### src/rtl/fetch_seq_ctrl.sv
// Next-PC sequencer and fetch controller with a one-entry skid buffer.
// Optional MISALIGN_TRAP_EN: misaligned redirect targets go to TRAP_VEC.
module fetch_seq_ctrl #(
  parameter logic [31:0] BOOT_VEC = 32'h0000_0000,
  parameter logic [31:0] TRAP_VEC = 32'h0000_0100,
  parameter logic [3:0]  MAX_WAIT = 4'd15
) (
  input  logic        clk,
  input  logic        rst,
  input  logic [31:0] pc_in,
  output logic        pc_sel,
  output logic [31:0] pc_addr,
  output logic        imem_req,
  output logic [31:0] imem_addr,
  input  logic        imem_ack,
  input  logic [31:0] imem_rdata,
  input  logic        id_ready,
  output logic        instr_valid,
  output logic [31:0] instr_out,
  output logic [31:0] instr_pc,
  input  logic        br_taken,
  input  logic [31:0] br_target,
  input  logic        trap,
  output logic        fetch_err,
  output logic [2:0]  state_o
`ifdef MISALIGN_TRAP_EN
  ,
  output logic        misalign_o
`endif
);

  typedef enum logic [2:0] {
    S_BOOT  = 3'd0,
    S_FETCH = 3'd1,
    S_WAIT  = 3'd2,
    S_STALL = 3'd3,
    S_HALT  = 3'd4
  } state_t;

  state_t      state, state_n;
  logic        req_n, vld_n, err_n;
  logic        kill, kill_n;
  logic [3:0]  wait_cnt, cnt_n;
  logic [31:0] addr_n, out_n, ipc_n;
  logic [31:0] skid_data, skd_n;
  logic [31:0] skid_pc, skpc_n;
  logic [31:0] br_addr;
  logic        do_br, redirect, slot_free;

  assign state_o = state;

`ifdef MISALIGN_TRAP_EN
  logic misal;
  assign misal      = br_target[1:0] != 2'b00;
  assign br_addr    = misal ? TRAP_VEC : br_target;
  assign misalign_o = do_br && !trap && misal;
`else
  assign br_addr = br_target & ~32'd3;
`endif

  // Branches are meaningless before boot and after a fetch error.
  assign do_br     = br_taken && (state != S_BOOT) && (state != S_HALT);
  assign redirect  = trap || do_br;
  assign slot_free = !instr_valid || id_ready;

  always_comb begin
    state_n = state;
    req_n   = imem_req;
    addr_n  = imem_addr;
    vld_n   = instr_valid && !id_ready;
    out_n   = instr_out;
    ipc_n   = instr_pc;
    err_n   = fetch_err;
    kill_n  = kill;
    cnt_n   = wait_cnt;
    skd_n   = skid_data;
    skpc_n  = skid_pc;
    pc_sel  = 1'b1;
    pc_addr = pc_in;
    if (redirect) begin
      pc_addr = trap ? TRAP_VEC : br_addr;
      vld_n   = 1'b0;
      skd_n   = '0;
      skpc_n  = '0;
      if (state == S_WAIT && !imem_ack) begin
        // Request stays up; its late data is dropped via kill.
        kill_n = 1'b1;
        if (wait_cnt != MAX_WAIT) cnt_n = wait_cnt + 4'd1;
      end else begin
        state_n = S_FETCH;
        req_n   = 1'b0;
        kill_n  = 1'b0;
        if (state == S_HALT) err_n = 1'b0;
      end
    end else begin
      unique case (state)
        S_BOOT: begin
          pc_addr = BOOT_VEC;
          state_n = S_FETCH;
        end
        S_FETCH: begin
          addr_n  = pc_in;
          req_n   = 1'b1;
          cnt_n   = '0;
          state_n = S_WAIT;
        end
        S_WAIT: begin
          if (imem_ack) begin
            req_n   = 1'b0;
            state_n = S_FETCH;
            if (kill) begin
              kill_n = 1'b0;
            end else if (slot_free) begin
              out_n  = imem_rdata;
              ipc_n  = imem_addr;
              vld_n  = 1'b1;
              pc_sel = 1'b0;
            end else begin
              skd_n   = imem_rdata;
              skpc_n  = imem_addr;
              state_n = S_STALL;
            end
          end else if (wait_cnt == MAX_WAIT) begin
            err_n   = 1'b1;
            req_n   = 1'b0;
            state_n = S_HALT;
          end else begin
            cnt_n = wait_cnt + 4'd1;
          end
        end
        S_STALL: begin
          if (id_ready) begin
            out_n   = skid_data;
            ipc_n   = skid_pc;
            vld_n   = 1'b1;
            pc_sel  = 1'b0;
            state_n = S_FETCH;
          end
        end
        S_HALT: begin
          state_n = S_HALT;
        end
        default: state_n = S_BOOT;
      endcase
    end
  end

  always_ff @(posedge clk or negedge rst) begin
    if (!rst) begin
      state       <= S_BOOT;
      imem_req    <= 1'b0;
      imem_addr   <= '0;
      instr_valid <= 1'b0;
      instr_out   <= '0;
      instr_pc    <= '0;
      fetch_err   <= 1'b0;
      kill        <= 1'b0;
      wait_cnt    <= '0;
      skid_data   <= '0;
      skid_pc     <= '0;
    end else begin
      state       <= state_n;
      imem_req    <= req_n;
      imem_addr   <= addr_n;
      instr_valid <= vld_n;
      instr_out   <= out_n;
      instr_pc    <= ipc_n;
      fetch_err   <= err_n;
      kill        <= kill_n;
      wait_cnt    <= cnt_n;
      skid_data   <= skd_n;
      skid_pc     <= skpc_n;
    end
  end

endmodule
### config.mk
export PLATFORM = sky130hd
export DESIGN_NAME = fetch_seq_ctrl
export DESIGN_NICKNAME = d
export VERILOG_FILES = /design/src/rtl/fetch_seq_ctrl.sv
export SDC_FILE = /design/constraint.sdc
export NUM_CORES = 1
export LEC_CHECK = 0
export ABC_CLOCK_PERIOD_IN_PS = 3800
export BUFFER_PORTS_ARGS = -buffer_cell sky130_fd_sc_hd__buf_4
export CORE_ASPECT_RATIO = 1.5
export CORE_MARGIN = 2
export CORE_UTILIZATION = 55
export DETAILED_ROUTE_END_ITERATION = 10
export MAX_ROUTING_LAYER = met4
export PLACE_DENSITY_LB_ADDON = 0.2
export SLEW_MARGIN = 40
export SYNTH_ARGS = -nofsm -noshare
export SYNTH_HDL_FRONTEND = slang
export SYNTH_SLANG_ARGS = --single-unit
### constraint.sdc
create_clock -name clk -period 3.8 [get_ports clk]
set_clock_uncertainty 0.1 [all_clocks]
set_input_delay 0.57 -clock clk [delete_from_list [all_inputs] [get_ports clk]]
set_output_delay 0.57 -clock clk [all_outputs]
set_load 0.005 [all_outputs]
# Yosys cells after proc, flatten, opt, wreduce, memory -nomap -nowiden
# Index checks and enable logic that the tools add are counted.
# Widths: inputs -> output; s select.
# totals
ff_bits	171
input_bits	102
output_inout_bits	135
word_cells	123
# classes
n_addsub	1
n_eq_ne	22
n_mux	64
n_bitwise	1
reduce_logical	24
# op_table
op	n
$mux 32	21
$pmux 32 s2	2
$mux 1	24
$mux 4	5
$mux 3	5
$pmux 3 s5	1
$ne 2x2->1 const B	6
$ne 3x3->1 const B	4
$ne 2x1->1 const B	5
$reduce_and 5->1	2
$pmux 4 s2	1
$reduce_bool 2->1	4
$eq 3x2->1 const B	2
$pmux 1 s2	3
$reduce_and 3->1	2
$reduce_and 6->1	1
$reduce_bool 3->1	2
$add 4x1->4 const B	1
$eq 4x4->1 const B	1
$logic_and 1x1->1	4
$mux 2	2
$ne 4x3->1 const B	1
$ne 4x4->1 const B	1
$reduce_and 2->1	2
7 further kinds	10

# Logic depth before layout (Yosys ltp)
# Gate-level depths: netlist of run 1.
# depth
depth_word	7
depth_mapped	8
ltp_nobuf	5

# Worst setup path after synthesis of run 1
# OpenSTA, ideal clock, no wires.
# synth_timing
path_kind	input to output
start	in trap
end	out pc_addr[10]
arrival_ps	1676
t_required_ps	3130
path_slack_ps	1454
path_stages	6
n_path_buf	3
cell_sequence	clkbuf_1 -> nand2b_1 -> clkbuf_1 -> a21oi_1 -> buf_2 -> a22o_1
# synth_via
elab_chain_len	2
# synth_lines
element	line_no	text
start, declared	23	input logic trap,
$mux 32 / $logic_or 1x1->1 (equally long branches)	81, 63	
$mux 32 (*)	80	if (redirect) begin
end, declared	12	output logic [31:0] pc_addr,
# Every way passes the cells marked *; elsewhere a longest branch is shown, timed or not.

# Final worst setup path of run 1
# layout_timing
start	reg state[0] (netlist: state_o[0])
end	out pc_addr[26]
# layout_via
elab_chain_len	5
# layout_lines
element	line_no	text
start, declared	40	state_t state, state_n;
start signal, assigned	162	state <= state_n;
$reduce_bool 3->1	62	assign do_br = br_taken && (state != S_BOOT) && (state != S_HALT);
$logic_and 1x1->1 (2 in series)	62	
$logic_or 1x1->1	63	assign redirect = trap || do_br;
$mux 32 (*)	80	
# Marked as above.

==> out/qor.csv, run 1 <==
metric;value;unit
status;finished clean;
Vias;5388;
placement row count;52;
initial antenna violation count;0;
Critical Path End Type;primary output;
Fmax achieved;319.5;MHz
dpl hpwl;12.71;mm
Slew @ Worst Pin;0.6999;ns
Slew Limit Fails;0;
CTS tree;done;
CTS Root Cell;clkbuf_16;
area grow syn2layout;32.40;%
Worst Hold Path EP;skid_data[28];
worst endpoint required time;3.13;ns
crit share post-route;0.8237;
die area;14810;sq um
number of synthesized register bits;171;
Hold WC Path Type;input pin to flip-flop;
DRT Pass-1 Iters;4;
GR Overflow Total;0;
port buffer count;234;
Post-Syn Area;7607;sq um
Die H;148.0;um
residual DRC count;0;
Final GP Congestion;0.7779;
Worst Path Max Fanout;31;
filler instances;902;
minimum clock period;3.130;ns
post-synth cell types;36;
Hold Startpoint;imem_rdata[28];
Post-synth top flop;dfrtp_1;
mean post-synth cell area;14.41;sq um
Worst slew margin;0.5322;
Arrival @ worst endpoint;2.46;ns
Post-layout nets;859;
Reg-to-Reg End;instr_pc[27];
Internal;0.004596;W
Worst setup SP type;flip-flop;
Combinational Power Share;0.317;
Syn. warnings;0;
Yosys top cell area share;0.5625;
r2r worst-path depth;5;
Clock transition at path regs;0.07;ns
first-pass GRT wire length;29.44;mm
syn_nets;631;
P_sw;0.001847;W
total CTS buffers;17;
Post-DRT Antenna Nets;0;
clock share of power;0.268;
H-tree levels;4;
DR iter-0 viols;210;
worst slack, placed;1.129;ns
total track usage;0.2590;
clock buffer depth;2;
asr flop ratio synth;1.000;
kind of critical path;flip-flop to primary output;
RSZ-0062 raised after global routing;no;
final setup fails;0;
pin count of the biggest net entering global routing;83;
TNS Setup;0;ns
initial core utilization;0.5621;
Max VDD drop;0.3748;mV
ANT cells;0;
Power Dens Cells;639.7;nW/um^2
width of the die;100.0;um
switching share of power;0.2867;
Pleak;4.858;nW
post-CTS sizing;0;
share of cells above drive strength 1;0.5872;
post-route setup slack;0.6699;ns
drt via density;5.794;
vias in the first global route;5880;
Max-cap violations;0;
CORE AREA;13530;sq um
clk sinks;171;
r2r setup slk;1.19;ns
r2r startpoint;state_o[2];
sequential fraction of the synthesis area;0.5625;
Final Hold Fails;0;
Hold Path Stages;2;
I/O pins;237;
Syn Inst Count;528;
EDFF count, synth;0;
drt wl/cell;19.72;um
Synth area leaders;dfrtp_1 (56%), mux2_2 (24%), a22o_1 (11%);
Flop pwr share;0.415;
Worst-Skew Late Latency;0.42;ns
Synth area leader;dfrtp_1;
final wirelength;18.34;mm
[per-stage QoR]
step                cells  instance area (sq um)    util  hold slack [ns]  total power [W]
finish                930                  10070  0.7443           0.2820         0.006443
floorplan             528                   7607       -           0.1744         0.003573
CTS                   928                  10030  0.7415           0.1095         0.006495
global placement      897                   9450  0.6983           0.3815         0.004661
detailed placement    897                   9450  0.6983           0.3854         0.004765
global route          930                  10070  0.7443           0.2619         0.006778
[area by class of cell]
cell class / instances / area [sq um] / share of cell area
Sequential cell: 171 / 4279 / 0.4248
Tap cell: 162 / 202.7 / 0.02012
Multi-Input combinational cell: 312 / 3072 / 0.3050
Inverter: 3 / 11.26 / 0.001118
Clock buffer: 18 / 429.2 / 0.04261
Timing Repair Buffer: 251 / 1923 / 0.1909
Clock inverter: 13 / 155.1 / 0.01540
[worst max path at each step]
stage | cells after the start | slack (ns) | start | endpoint
after floorplan | 6 | 1.45 | trap | pc_addr[10]
after global placement | 5 | 1.17 | state_o[2] | pc_sel
after detailed placement | 6 | 1.13 | state_o[0] | pc_addr[18]
after CTS | 6 | 0.67 | state_o[0] | pc_addr[18]
after global routing | 6 | 0.50 | state_o[0] | pc_addr[16]
final | 6 | 0.67 | state_o[0] | pc_addr[26]
[routing by layer]
layer  up-vias  share of wire  track usage
li1       2436              -            -
met1      2764           0.41       0.3071
met2       168           0.54       0.4459
met3        20          0.041      0.04728
met4         0          0.015      0.08356
met5         -              0            -
[sequential cells by signal, summed over array words and instances, names as in the netlist]
| register | cells |
|---|---|
| instr_pc | 32 |
| imem_req | 1 |
| wait_cnt | 4 |
| skid_pc | 32 |
| instr_out | 32 |
| imem_addr | 32 |
| fetch_err | 1 |
| kill | 1 |
| state_o | 3 |
| skid_data | 32 |
| instr_valid | 1 |
[cells by family (layout without fill, tap and decap cells)]
logic type      after synthesis  in the layout  synth area share
fa+ha+maj                     1              1          0.001644
flops                       171            171            0.5625
xor+xnor                      1              1          0.001152
compound gates              117            117            0.1286
mux                         163            163            0.2408
buf+inv                      45            285           0.03931
simple gates                 30             30           0.02599
[power by group through the flow]
stage,Clock [W],Combinational (W),Sequential [W]
final,0.00173,0.00204,0.00268
after global routing,0.00184,0.00220,0.00274
after detailed placement,0,0.00206,0.00271
after global placement,0,0.00200,0.00266
after CTS,0.00175,0.00207,0.00268
after floorplan,0,0.000917,0.00266
[worst max-delay path, cell delays in order (launching register included)]
cell	delay, ns
dfrtp_1	0.53
o21ai_0	0.35
nand2b_1	0.29
a21oi_2	0.20
buf_4	0.35
a22o_1	0.20
buf_4	0.11
[cell usage in the layout (no fill, tap or decap), drive strengths merged, types with 6 or more instances in the layout]
cell type | Yosys | layout
inv | 3 | 10
clkbuf | 7 | 18
buf | 35 | 250
a22o | 93 | 93
mux2 | 160 | 160
o21ai | 6 | 6
dfrtp | 171 | 171
a21oi | 7 | 7
nor2 | 7 | 7
[cells in the mapped netlist, types with 2 or more instances]
master,number
o21ai_0,6
nand3_1,4
a31oi_1,3
nor2_1,7
dfrtp_1,171
buf_4,7
buf_6,11
mux2i_1,3
a22o_1,93
nand2_1,4
clkbuf_1,7
nor4b_2,2
inv_1,3
nor3_1,3
and2_1,2
buf_2,17
a21oi_1,7
mux2_2,160
[repair_timing]
item,4_1_cts,5_1_grt
hold endpoints to repair,0,20
buffers inserted,0,0
hold buffers,0,1
(Power assumes the default switching activity.)
==> run 2: changes to the inputs <==
ABC_AREA = 1   (was unset)
ABC_CLOCK_PERIOD_IN_PS = 3050   (was 3800)
CORE_UTILIZATION = 52   (was 55)
clock period = 3.05 ns   (was 3.8 ns; I/O delays follow)
==> out/qor.csv, run 2 <==
metric;value;unit;change
Final Hold Fails;0;;unchanged
mean post-synth cell area;8.133;sq um;was 14.41 sq um
asr flop ratio synth;1.000;;unchanged
drt via density;5.302;;was 5.794
die area;16740;sq um;was 14810 sq um
clock buffer depth;2;;unchanged
final wirelength;21.60;mm;was 18.34 mm
worst endpoint required time;2.49;ns;was 3.13 ns
Hold WC Path Type;input pin to flip-flop;;unchanged
RSZ-0062 raised after global routing;no;;unchanged
share of cells above drive strength 1;0.2438;;was 0.5872
slowest cell on the critical path;dfrtp_1;;unchanged
Slew Limit Fails;0;;unchanged
hold_buf cts;1;;was 0
Post-CTS Setup Repair Bufs;0;;unchanged
Post-Syn Area;8165;sq um;was 7607 sq um
GR Overflow Total;0;;unchanged
port buffer count;234;;unchanged
dpl hpwl;14.66;mm;was 12.71 mm
Worst-Skew Late Latency;0.41;ns;was 0.42 ns
width of the die;106.3;um;was 100.0 um
first-pass GRT wire length;35.17;mm;was 29.44 mm
Synth area leader;dfrtp_1;;unchanged
Worst setup SP type;flip-flop;;unchanged
Post-layout nets;1304;;was 859
vias in the first global route;7226;;was 5880
area occupied by multi-input gates;3052;sq um;was 3072 sq um
Max-cap violations;0;;unchanged
H-tree levels;4;;unchanged
most common cell after layout, fill and taps aside;nand2_1;;was buf_4
I/O pins;237;;unchanged
post-synth cell types;25;;was 36
Final GP Congestion;0.8340;;was 0.7779
Worst Path Max Fanout;21;;was 31
Syn. warnings;0;;unchanged
Slew @ Worst Pin;0.7723;ns;was 0.6999 ns
number of synthesized register bits;171;;unchanged
CTS tree;done;;unchanged
Total Power;0.009523;W;was 0.006443 W
Reg area;4279;sq um;unchanged
final setup fails;0;;unchanged
commonest cells after routing, fill and taps aside;nand2_1 (253), buf_4 (248), dfrtp_1 (171), nand3_1 (165), inv_1 (108);;was buf_4 (247), dfrtp_1 (171), mux2_2 (160), a22o_1 (93), clkbuf_16 (17)
EDFF count, synth;0;;unchanged
Layout Cells excl Fill;1417;;was 930
Clock transition at path regs;0.07;ns;about the same
sequential fraction of the synthesis area;0.5241;;was 0.5625
post-CTS sizing;0;;unchanged
Vias;7513;;was 5388
total track usage;0.2724;;was 0.2590
residual DRC count;0;;unchanged
Max VDD drop;0.4736;mV;was 0.3748 mV
Die H;157.5;um;was 148.0 um
TNS Setup;0;ns;unchanged
Fmax achieved;362.0;MHz;
Hold Slack;0.1950;ns;was 0.2820 ns
Power Dens Cells;904.1;nW/um^2;was 639.7 nW/um^2
ANT cells;0;;unchanged
Yosys top cell area share;0.5241;;was 0.5625
initial core utilization;0.5273;;was 0.5621
Critical Path Max Stage Delay;0.48;ns;was 0.53 ns
initial antenna violation count;0;;unchanged
met3 Track Usage GR;0.03644;;was 0.04728
Critical Path End Type;primary output;;unchanged
commonest cells in the netlist;nand2_1 (257), dfrtp_1 (171), nand3_1 (165);;was dfrtp_1 (171), mux2_2 (160), a22o_1 (93)
pin count of the biggest net entering global routing;73;;was 83
Worst slew margin;0.4852;;was 0.5322
crit share post-route;0.9057;;
minimum clock period;2.762;ns;
Pleak;5.423;nW;was 4.858 nW
most frequent CP cell;buf_4;;unchanged
Synth area leaders;dfrtp_1 (52%), nand2_1 (12%), nand3_1 (10%);;was dfrtp_1 (56%), mux2_2 (24%), a22o_1 (11%)
CORE AREA;15480;sq um;was 13530 sq um
total CTS buffers;17;;unchanged
Post-synth top flop;dfrtp_1;;unchanged
placed cells;1384;;was 897
CP top delay family;buffers and inverters;;was compound AO/OA/AOI/OAI gates
status;finished clean;;unchanged
area grow syn2layout;28.99;%;was 32.40%
placement row count;56;;was 52
Worst Path Buf+Inv;3;;was 2
Syn Inst Count;1004;;was 528
CP cell instances;nor2_2 -> nand2_1 -> inv_1 -> buf_4 -> o31ai_1 -> buf_4;;was o21ai_0 -> nand2b_1 -> a21oi_2 -> buf_4 -> a22o_1 -> buf_4
kind of critical path;flip-flop to primary output;;unchanged
syn_nets;1107;;was 631
Arrival @ worst endpoint;2.20;ns;was 2.46 ns
fin util;0.6802;;was 0.7443
met1 usage;0.3507;;was 0.3071
drt wl/cell;15.24;um;was 19.72 um
CTS Root Cell;clkbuf_16;;unchanged
filler instances;1322;;was 902
Post-DRT Antenna Nets;0;;unchanged
clk sinks;171;;unchanged
cell with the most instances after synthesis;nand2_1;;was dfrtp_1
DRT Pass-1 Iters;5;;was 4
GR peak layer;met2;;unchanged
DR iter-0 viols;458;;was 210
met2 usage;0.4423;;was 0.4459
## run 2: path summary, 6_finish.rpt
path / end / slack, ns / depth (start not counted) / from
worst max register to register: instr_out[28] / 0.69 / 8 / state_o[2]
max in group asynchronous: imem_addr[12] / 1.55 / 3 / rst
worst min-delay path: skid_data[4] / 0.19 / 3 / imem_rdata[4]
worst min register to register: instr_out[5] / 0.37 / 2 / instr_out[5]
min in group asynchronous: state_o[2] / 0.51 / 2 / rst
worst max-delay path: pc_addr[21] / 0.29 / 6 / state_o[0]
## run 2: metrics by stage
step	worst slack [ns]	cell area [sq um]
CTS	0.2956	10530
detailed placement	0.7403	9956
global placement	0.7728	9956
global route	0.1534	10530
finish	0.2875	10530
floorplan	1.240	8165
## run 2: power breakdown
| group | internal (W) | leakage (nW) | switching (W) |
|---|---|---|---|
| sequential | 0.00306 | 2.22 | 0.000560 |
| combinational | 0.00165 | 2.93 | 0.00218 |
| clock | 0.00115 | 0.267 | 0.000923 |
## run 2: area by class of cell
class / instances / share of cell area
sequential: 171 / 0.4063
multi-input combinational: 646 / 0.2897
timing repair buffer: 254 / 0.1864
clock buffer: 19 / 0.04110
inverter: 111 / 0.03968
tap: 203 / 0.02412
clock inverter: 13 / 0.01271
## run 2: worst reg2reg max path: stages (launching register included)
cell and delay, ns:
dfrtp_1 0.40, inv_1 0.13, nand2_2 0.12, nor2_4 0.13, clkinv_2 0.27, nand2_2 0.18, buf_4 0.63, nand3_1 0.23
nand2_1 0.11
## run 2: per-layer routing
metal	wire [um]	vias up
met4	534	0
li1	-	3671
met1	9355	3543
met2	10690	265
met5	0	-
met3	1020	34
## run 2: kinds of logic after synthesis
family | synth area share
xor gates and xnor gates | 0.002146
adders and majority gates | 0.001532
buffers and inverters | 0.1047
AOI/OAI and AO/OA | 0.1324
and+or+nand+nor | 0.2352
DFF | 0.5241
